==> src/rtl/alu_seq_if.sv <==
// Request/response bundle between the control unit and alu_seq.
// start/select/A/B form the request side; busy/done/Z/carry/dbz form the response side.
interface alu_seq_if #(
  parameter int WIDTH = 32
) ();
  logic                 start;
  logic [3:0]           select;
  logic [WIDTH-1:0]     A;
  logic [WIDTH-1:0]     B;
  logic                 busy;
  logic                 done;
  logic [2*WIDTH-1:0]   Z;
  logic                 carry;
  logic                 dbz;

  modport master (
    output start, select, A, B,
    input  busy, done, Z, carry, dbz
  );

  modport slave (
    input  start, select, A, B,
    output busy, done, Z, carry, dbz
  );
endinterface

==> src/rtl/alu_seq.sv <==
// Multi-cycle ALU: single-cycle arithmetic/logic/shift ops, shift-add MUL and
// restoring DIV iterating one bit per clock behind a start/busy/done handshake.
module alu_seq #(
  parameter int WIDTH  = 32,
  parameter bit SIGNED = 1'b1
) (
  input  logic       clk,
  input  logic       clr,
  alu_seq_if.slave   bus,
  output logic [1:0] dbg_state_o
);
  localparam int SW = $clog2(WIDTH);

  localparam logic [3:0] OP_ADD = 4'b0001;
  localparam logic [3:0] OP_SUB = 4'b0010;
  localparam logic [3:0] OP_MUL = 4'b0011;
  localparam logic [3:0] OP_DIV = 4'b0101;
  localparam logic [3:0] OP_AND = 4'b0110;
  localparam logic [3:0] OP_OR  = 4'b0111;
  localparam logic [3:0] OP_NEG = 4'b1000;
  localparam logic [3:0] OP_ASR = 4'b1001;
  localparam logic [3:0] OP_NOT = 4'b1010;
  localparam logic [3:0] OP_SHL = 4'b1100;
  localparam logic [3:0] OP_SHR = 4'b1101;
  localparam logic [3:0] OP_ROL = 4'b1110;
  localparam logic [3:0] OP_ROR = 4'b1111;

  typedef enum logic [1:0] {S_IDLE = 2'd0, S_MUL = 2'd1, S_DIV = 2'd2} state_t;

  state_t             state_q, state_d;
  logic [SW-1:0]      cnt_q, cnt_d;
  logic [2*WIDTH-1:0] acc_q, acc_d;
  logic [2*WIDTH-1:0] z_q, z_d;
  logic [WIDTH-1:0]   opb_q, opb_d;
  logic               neg_res_q, neg_res_d;
  logic               neg_rem_q, neg_rem_d;
  logic               carry_q, carry_d;
  logic               dbz_q, dbz_d;
  logic               done_q, done_d;

  logic               a_neg, b_neg;
  logic [WIDTH-1:0]   a_mag, b_mag;
  logic [SW-1:0]      sh;
  logic [WIDTH:0]     add_r, sub_r;
  logic [WIDTH-1:0]   rol_r, ror_r;
  logic [WIDTH-1:0]   alu_lo;
  logic               alu_c;

  // MUL/DIV run on magnitudes; signs are reapplied when the result is written.
  always_comb begin
    a_neg = SIGNED && bus.A[WIDTH-1];
    b_neg = SIGNED && bus.B[WIDTH-1];
    a_mag = a_neg ? ('0 - bus.A) : bus.A;
    b_mag = b_neg ? ('0 - bus.B) : bus.B;
  end

  always_comb begin
    sh    = bus.B[SW-1:0];
    add_r = {1'b0, bus.A} + {1'b0, bus.B};
    sub_r = {1'b0, bus.A} + {1'b0, ~bus.B} + {{WIDTH{1'b0}}, 1'b1};
    for (int i = 0; i < WIDTH; i++) begin
      rol_r[i] = bus.A[SW'(i) - sh];
      ror_r[i] = bus.A[SW'(i) + sh];
    end
    alu_lo = '0;
    alu_c  = 1'b0;
    case (bus.select)
      OP_ADD: begin alu_lo = add_r[WIDTH-1:0]; alu_c = add_r[WIDTH]; end
      OP_SUB: begin alu_lo = sub_r[WIDTH-1:0]; alu_c = sub_r[WIDTH]; end
      OP_AND: alu_lo = bus.A & bus.B;
      OP_OR:  alu_lo = bus.A | bus.B;
      OP_NEG: alu_lo = '0 - bus.A;
      OP_ASR: begin
        if (SIGNED) alu_lo = $unsigned($signed(bus.A) >>> sh);
        else        alu_lo = bus.A >> sh;
      end
      OP_NOT: alu_lo = ~bus.A;
      OP_SHL: alu_lo = bus.A << sh;
      OP_SHR: alu_lo = bus.A >> sh;
      OP_ROL: alu_lo = rol_r;
      OP_ROR: alu_lo = ror_r;
      default: ;
    endcase
  end

  // acc holds {HI, LO}: MUL keeps multiplier in LO, DIV keeps remainder in HI, quotient in LO.
  logic [WIDTH:0]     mul_sum, div_shift, div_trial;
  logic [2*WIDTH-1:0] mul_step, div_step, mul_fix;
  logic [WIDTH-1:0]   quo_fix, rem_fix;
  logic               last_iter;

  always_comb begin
    mul_sum   = {1'b0, acc_q[2*WIDTH-1:WIDTH]} + (acc_q[0] ? {1'b0, opb_q} : '0);
    mul_step  = {mul_sum, acc_q[WIDTH-1:1]};
    div_shift = {acc_q[2*WIDTH-1:WIDTH], acc_q[WIDTH-1]};
    div_trial = div_shift - {1'b0, opb_q};
    if (!div_trial[WIDTH]) div_step = {div_trial[WIDTH-1:0], acc_q[WIDTH-2:0], 1'b1};
    else                   div_step = {div_shift[WIDTH-1:0], acc_q[WIDTH-2:0], 1'b0};
    mul_fix   = neg_res_q ? ('0 - mul_step) : mul_step;
    quo_fix   = neg_res_q ? ('0 - div_step[WIDTH-1:0]) : div_step[WIDTH-1:0];
    rem_fix   = neg_rem_q ? ('0 - div_step[2*WIDTH-1:WIDTH]) : div_step[2*WIDTH-1:WIDTH];
    last_iter = (cnt_q == SW'(WIDTH - 1));
  end

  always_comb begin
    state_d   = state_q;
    cnt_d     = cnt_q;
    acc_d     = acc_q;
    opb_d     = opb_q;
    neg_res_d = neg_res_q;
    neg_rem_d = neg_rem_q;
    z_d       = z_q;
    carry_d   = carry_q;
    dbz_d     = dbz_q;
    done_d    = 1'b0;
    case (state_q)
      S_IDLE: begin
        if (bus.start) begin
          done_d = 1'b1;
          case (bus.select)
            OP_MUL: begin
              state_d   = S_MUL;
              done_d    = 1'b0;
              cnt_d     = '0;
              acc_d     = {{WIDTH{1'b0}}, b_mag};
              opb_d     = a_mag;
              neg_res_d = a_neg ^ b_neg;
            end
            OP_DIV: begin
              if (bus.B == '0) begin
                z_d     = {bus.A, {WIDTH{1'b1}}};
                carry_d = 1'b0;
                dbz_d   = 1'b1;
              end else begin
                state_d   = S_DIV;
                done_d    = 1'b0;
                cnt_d     = '0;
                acc_d     = {{WIDTH{1'b0}}, a_mag};
                opb_d     = b_mag;
                neg_res_d = a_neg ^ b_neg;
                neg_rem_d = a_neg;
              end
            end
            4'b0000, 4'b0100, 4'b1011: ;
            default: begin
              z_d     = {{WIDTH{1'b0}}, alu_lo};
              carry_d = alu_c;
              dbz_d   = 1'b0;
            end
          endcase
        end
      end
      S_MUL: begin
        acc_d = mul_step;
        cnt_d = cnt_q + SW'(1);
        if (last_iter) begin
          state_d = S_IDLE;
          z_d     = mul_fix;
          carry_d = 1'b0;
          dbz_d   = 1'b0;
          done_d  = 1'b1;
        end
      end
      S_DIV: begin
        acc_d = div_step;
        cnt_d = cnt_q + SW'(1);
        if (last_iter) begin
          state_d = S_IDLE;
          z_d     = {rem_fix, quo_fix};
          carry_d = 1'b0;
          dbz_d   = 1'b0;
          done_d  = 1'b1;
        end
      end
      default: state_d = S_IDLE;
    endcase
  end

  always_ff @(posedge clk) begin
    if (clr) begin
      state_q   <= S_IDLE;
      cnt_q     <= '0;
      acc_q     <= '0;
      opb_q     <= '0;
      neg_res_q <= 1'b0;
      neg_rem_q <= 1'b0;
      z_q       <= '0;
      carry_q   <= 1'b0;
      dbz_q     <= 1'b0;
      done_q    <= 1'b0;
    end else begin
      state_q   <= state_d;
      cnt_q     <= cnt_d;
      acc_q     <= acc_d;
      opb_q     <= opb_d;
      neg_res_q <= neg_res_d;
      neg_rem_q <= neg_rem_d;
      z_q       <= z_d;
      carry_q   <= carry_d;
      dbz_q     <= dbz_d;
      done_q    <= done_d;
    end
  end

  assign bus.busy    = (state_q != S_IDLE);
  assign bus.done    = done_q;
  assign bus.Z       = z_q;
  assign bus.carry   = carry_q;
  assign bus.dbz     = dbz_q;
  assign dbg_state_o = state_q;
endmodule

==> src/flat_wrapper.sv <==
// flat-port wrapper written by rule: the top's interface ports become plain ports
module alu_seq_flat 
#(
  parameter int WIDTH  = 32,
  parameter bit SIGNED = 1'b1
)
  (clk, clr, dbg_state_o, bus_start, bus_select, bus_A, bus_B, bus_busy, bus_done, bus_Z, bus_carry, bus_dbz);
  alu_seq_if #(.WIDTH(WIDTH)) bus_i ();
  input  logic clk;
  input  logic clr;
  output logic [1:0] dbg_state_o;
  input wire logic [$bits(bus_i.start)-1:0] bus_start;
  input wire logic [$bits(bus_i.select)-1:0] bus_select;
  input wire logic [$bits(bus_i.A)-1:0] bus_A;
  input wire logic [$bits(bus_i.B)-1:0] bus_B;
  output wire logic [$bits(bus_i.busy)-1:0] bus_busy;
  output wire logic [$bits(bus_i.done)-1:0] bus_done;
  output wire logic [$bits(bus_i.Z)-1:0] bus_Z;
  output wire logic [$bits(bus_i.carry)-1:0] bus_carry;
  output wire logic [$bits(bus_i.dbz)-1:0] bus_dbz;
  assign bus_i.start = bus_start;
  assign bus_i.select = bus_select;
  assign bus_i.A = bus_A;
  assign bus_i.B = bus_B;
  assign bus_busy = bus_i.busy;
  assign bus_done = bus_i.done;
  assign bus_Z = bus_i.Z;
  assign bus_carry = bus_i.carry;
  assign bus_dbz = bus_i.dbz;
  alu_seq #(.WIDTH(WIDTH), .SIGNED(SIGNED)) u_core (.clk(clk), .clr(clr), .bus(bus_i), .dbg_state_o(dbg_state_o));
endmodule
==> config.mk <==
export PLATFORM = sky130hd
export DESIGN_NAME = alu_seq_flat
export DESIGN_NICKNAME = d
export VERILOG_FILES = /design/src/rtl/alu_seq_if.sv /design/src/rtl/alu_seq.sv /design/src/flat_wrapper.sv
export SDC_FILE = /design/constraint.sdc
export NUM_CORES = 2
export LEC_CHECK = 0
export CELL_PAD_IN_SITES_DETAIL_PLACEMENT = 0
export CELL_PAD_IN_SITES_GLOBAL_PLACEMENT = 2
export CORE_MARGIN = 5
export CORE_UTILIZATION = 35
export DETAILED_ROUTE_END_ITERATION = 12
export PLACE_DENSITY = 0.83
export SLEW_MARGIN = 5
export SYNTH_ARGS = -nofsm -noshare
export SYNTH_HDL_FRONTEND = slang
export SYNTH_SLANG_ARGS = --single-unit
==> constraint.sdc <==
create_clock -name clk -period 12.1 [get_ports clk]
set_input_delay 3.025 -clock clk [delete_from_list [all_inputs] [get_ports clk]]
set_output_delay 3.025 -clock clk [all_outputs]
set_load 0.03 [all_outputs]
Word-level counts from Yosys, hierarchy flattened
Cells that the tools add are included.

Bits in read-only memories: 0. Register bits after elaboration: 172. Memories kept: 0. Bits in latches: 0. Output and inout port bits: 70. Memory bits (writable): 0.

Multiplexer cells: 174. $add $sub $neg: 74. Bitwise operators: 6. Shifts and indexed selects: 3. Eq/ne operators: 27. Multiply operators: 0. Divide/modulo/power cells: 0. $lt $le $gt $ge: 64. Reductions and logical operators: 16.

Operators with widths (number): 64-bit two-way mux (8); 5-bit by 6-bit < comparator with 1-bit output (second input constant) (64); 64-bit one-hot mux with 3 select lines (2); 32-bit one-hot mux with 11 select lines (1); 1-bit binary-select mux with 5-bit select (64); 64-bit one-hot mux with 2 select lines (2); 32-bit two-way mux (6); 1-bit by 32-bit subtractor with 32-bit output (first input constant) (4); 5-bit adder (first input constant) (16); 5-bit subtractor (first input constant) (16); 1-bit two-way mux (73); 32-bit by 32-bit adder with 33-bit output (2); 32-bit inverter (2); 32-bit one-hot mux with 2 select lines (1); 1-bit by 64-bit subtractor with 64-bit output (first input constant) (1); 4-bit by 5-bit adder with 5-bit output (first input constant) (8); 4-bit by 5-bit subtractor with 5-bit output (first input constant) (8); 32-bit by 33-bit adder with 33-bit output (1); 33-bit by 1-bit adder with 33-bit output (second input constant) (1); 33-bit by 32-bit subtractor with 33-bit output (1); 32-bit bitwise AND (1); 4-bit equality test (second input constant) (8); 32-bit logical NOT (1); 32-bit OR (1); other kinds (36) (72).

Logic depth before layout (Yosys ltp)
Depth in word-level cells: 7. Gate-level depth with buffers: 23.

Worst setup path before layout
Ideal clock, no wire load.

Path kind: input -> register. Start point: input bus_B[2]. End point: register u_core.z_q[13], in the netlist u_core.bus.Z[13]. Buffers on the path: 5. Cell stages on the path: 18. Arrival: 7724 ps. Required time: 11977 ps. Library setup time: 123 ps. Slack: 4253 ps. Cells stage by stage: clkbuf_1 inv_1 clkbuf_1 clkbuf_1 clkbuf_1 ha_1 nand2_1 or3_1 or3_1 or3_1 or4_1 a21o_1 a21oi_1 o21a_1 o21ai_1 clkbuf_1 a221oi_1 nor2_1.

Longest elaborated chain between the ends: 7.

RTL lines: from (decl) (RTL line flat_wrapper.sv:15) `input wire logic [$bits(bus_i.B)-1:0] bus_B;`; 32-bit inverter (tied with other cells) (RTL line alu_seq.sv:60) `sub_r = {1'b0, bus.A} + {1'b0, ~bus.B} + {{WIDTH{1'b0}}, 1'b1};`; 32-bit by 32-bit adder with 33-bit output (tied with other cells) (RTL line alu_seq.sv:60); 33-bit by 1-bit adder with 33-bit output (tied with other cells) (RTL line alu_seq.sv:60); 32-bit one-hot mux with 11 select lines (RTL line alu_seq.sv:67) `case (bus.select)`; 64-bit one-hot mux with 2 select lines (RTL line alu_seq.sv:120) `case (bus.select)`; 64-bit two-way mux (RTL line alu_seq.sv:118) `if (bus.start) begin`; 64-bit one-hot mux with 3 select lines (RTL line alu_seq.sv:116) `case (state_q)`; to (signal assigned) (RTL line alu_seq.sv:198) `z_q <= z_d;`; to (decl) (RTL line alu_seq.sv:33) `logic [2*WIDTH-1:0] z_q, z_d;`.

Parallel ways exist; a longest one is shown, timed or not. The select of a mux whose other input is x is not followed. A chain may end at the register's enable or synchronous reset.

Worst setup path in the final report
Start point: input bus_B[0]. End point: register u_core.acc_q[16].

Longest elaborated chain between the ends: 5.

RTL lines: 1-bit by 32-bit subtractor with 32-bit output (RTL line alu_seq.sv:54) `b_mag = b_neg ? ('0 - bus.B) : bus.B;`; 32-bit two-way mux (RTL line alu_seq.sv:54); 64-bit one-hot mux with 2 select lines (RTL line alu_seq.sv:120); 64-bit two-way mux (RTL line alu_seq.sv:118); 64-bit one-hot mux with 3 select lines (RTL line alu_seq.sv:116); to (signal assigned) (RTL line alu_seq.sv:183) `acc_q <= '0;`; to (signal assigned) (RTL line alu_seq.sv:194) `acc_q <= acc_d;`; to (decl) (RTL line alu_seq.sv:32) `logic [2*WIDTH-1:0] acc_q, acc_d;`.

Parallel ways exist; a longest one is shown, timed or not. The select of a mux whose other input is x is not followed.

==> results.ini <==
[clocking]
ctsResizeCount=0
cts_tree=yes
cts_root_buffer=clkbuf_16
cts_setup_buffers=0
htree_levels=4
cts_buffers=17
clkTransAtPathRegs_ps=70
clk_latency_ps=470
cts_max_path_buffers=2
holdBufCountCts=0
clock_sinks=172

[job]
cap_violations=0

[synthesis]
synth_common_cells=nand2_1, a21oi_1, nor2_1
syn_avg_cell_area_sq_um=6.819
synthArstFlopShare_pct=0
ys_dominant_reg_cell=dfxtp_1
synth_top_cell_by_area=dfxtp_1
synth_nets=4613
ys_types=95
synth_most_common_cell=nand2_1
post_synth_and_or_nand_nor_area_fraction_pct=22.14
synth_top_family_by_area=compound AO/OA/AOI/OAI gates
yosys.area_share.adder_pct=7.980
synthMuxAreaShare_pct=11.48
yosysTopAreaCellShare_pct=11.59
ys_ff_latch=172
yosys-top-cells-area=dfxtp_1, a21oi_1, ha_1, nand2_1, xnor2_1
yosysWarnings=0
synth_compound_area_share_pct=31.60
synth_cells=4355
synth_xor_xnor_area_share_pct=8.435
netlist_area_sq_mm=0.02970
ys_seq_area_share_pct=11.59
synth_edf_count=0

[power_and_ir_drop]
p_leak_nw=12.52
pwr-share-clk_pct=15.8
vdd_ir_drop_max_mv=0.1129
swShare_pct=53.68
p_switching_mw=1.845
seqPwrFrac_pct=21.1
p_int_mw=1.592
power_density_mw_per_mm2=105.5
combPwrFrac_pct=63.1

[placed_design]
portBuffers=140
gp_congestion=1.091
dp_hpwl_um=129900

[global_routing]
grt_pass1_vias=31876
grt_max_degree=89
antenna_found_initial=2
globalRoute.totalOverflow=0
grt_pass1_wl_um=238500
grt_usage_pct=35.62

[floorplan]
num_rows=106
initial_core_util_pct=35.37
die_h_um=301.3
die_area_sq_mm=0.09078
chipWidth_um=301.3
core-area_sq_mm=0.08395
ios=141

[worst_setup_path]
cp-end-kind=flip-flop
critPathLaunchType=input pin
crit_fanout=49
arrival_ps=8950
crit_required_ps=12430
worstSetupPathType=input pin to flip-flop

[cells_and_area]
fill_cells=9056
drive_above_1_share_pct=7.556
area_growth_pct=9.694
final_nets=4520

[drt]
wl_um=170000
wl_per_cell_um=31.42
dr.first_iter.drc_count=5397
viasPerCell=6.565
num_vias=35522
drtAntennaViolNets=0
drc=0
first_pass_iters=7

[sta]
grt_setup_unrepaired=false
drv_slew=0
relSlewSlack_pct=7.434
finalSetupTns_ps=0
fin_crit_ps=8623
fmax_mhz=116.0
finalSetupViolCount=0
fin_worst_skew_ps=16.70
period_share_pct=71.27
hold_violations=0
worst_slew_pin_slew_ps=1386
hold-worst-slack_ps=452.0

[outcome]
run_status=finished, final reports clean

[worst_hold_path]
holdCritPathClass=flip-flop to flip-flop

state kept, by name, summed over array words and instances, names as in the netlist:
register,flops
u_core.acc_q,64
u_core.bus.Z,64
u_core.bus.carry,1
u_core.bus.dbz,1
u_core.bus.done,1
u_core.cnt_q,5
u_core.dbg_state_o,2
u_core.neg_rem_q,1
u_core.neg_res_q,1
u_core.opb_q,32
layout by cell type, fill, tap and decap left out, types with 117 or more instances in the layout:
cell	n
mux2i_1	173
nor2_1	393
dfxtp_1	171
ha_1	180
nand2_1	523
xnor2_1	208
a21oi_1	475
nand3_1	117
clkdlybuf4s50_1	133
inv_1	152
o21ai_0	290
area by class of cell:
type	instances	area, sq um	share of cell area, %
multi-input cells	3659	24370	74.80
flip-flops and latches	172	3445	10.57
repair buffers	247	2182	6.698
well taps	1134	1419	4.356
inverters	165	619.3	1.901
clock buffers	21	450.4	1.383
clock inverters	11	87.58	0.2689
diodes	2	5.005	0.01536
routing by layer:
layer | up-vias | GRT usage (%) | part of all wire [%] | wire length, um
met4 | 0 | 16.10 | 5.6 | 9573
li1 | 15796 | - | - | -
met5 | - | 0 | 0 | 0
met1 | 17155 | 51.70 | 44 | 74210
met3 | 344 | 7.696 | 11 | 18550
met2 | 2227 | 49.97 | 40 | 67700
path summary, 6_finish.rpt:
| check | to | slack [ps] | cells past startpoint | startpoint |
|---|---|---|---|---|
| worst max-delay path | u_core.acc_q[16] | 3480 | 16 | bus_B[0] |
| worst max register to register | u_core.bus.Z[50] | 4340 | 21 | u_core.acc_q[31] |
| worst min-delay path | u_core.opb_q[24] | 450 | 2 | u_core.opb_q[24] |
| worst min register to register | u_core.opb_q[24] | 450 | 2 | u_core.opb_q[24] |
critical path: stages:
cell and delay (ps):
buf_4 250, inv_2 550, ha_1 430, nand2_1 360, or3_1 520, or3_1 480
or3_1 480, or4_1 510, a21oi_1 250, nor3_1 120, a21oi_1 420, or2_4 600
buf_4 540, nor3_1 130, a21oi_1 150, nor2_1 50
stage by stage:
step	setup slack [ps]	total power [mW]	cell area (sq um)	utilization [%]	instances
finish	3477	3.437	32580	38.80	5411
global route	3251	3.565	32570	38.80	5409
CTS	3658	3.364	32570	38.80	5409
detailed placement	3184	2.821	32030	38.16	5377
global placement	3317	2.828	32030	38.16	5377
floorplan	4253	2.002	29700	-	4355
power by group through the flow:
stage	clock network (mW)	registers (mW)	logic [mW]
floorplan	0	0.766	1.24
global placement	0	0.735	2.09
detailed placement	0	0.733	2.09
CTS	0.544	0.721	2.10
global route	0.569	0.732	2.26
finish	0.544	0.725	2.17
cells by family (layout without fill, tap and decap cells):
family,count (synthesis),after routing
AO/OA/AOI/OAI,1472,1472
XOR/XNOR,286,286
buffers and inverters,524,444
adder cells (fa/ha/maj),187,187
other,0,2
flip-flops,172,172
AND/OR/NAND/NOR,1441,1441
multiplexers,273,273
Note: power is estimated with default switching activity, not from simulation.
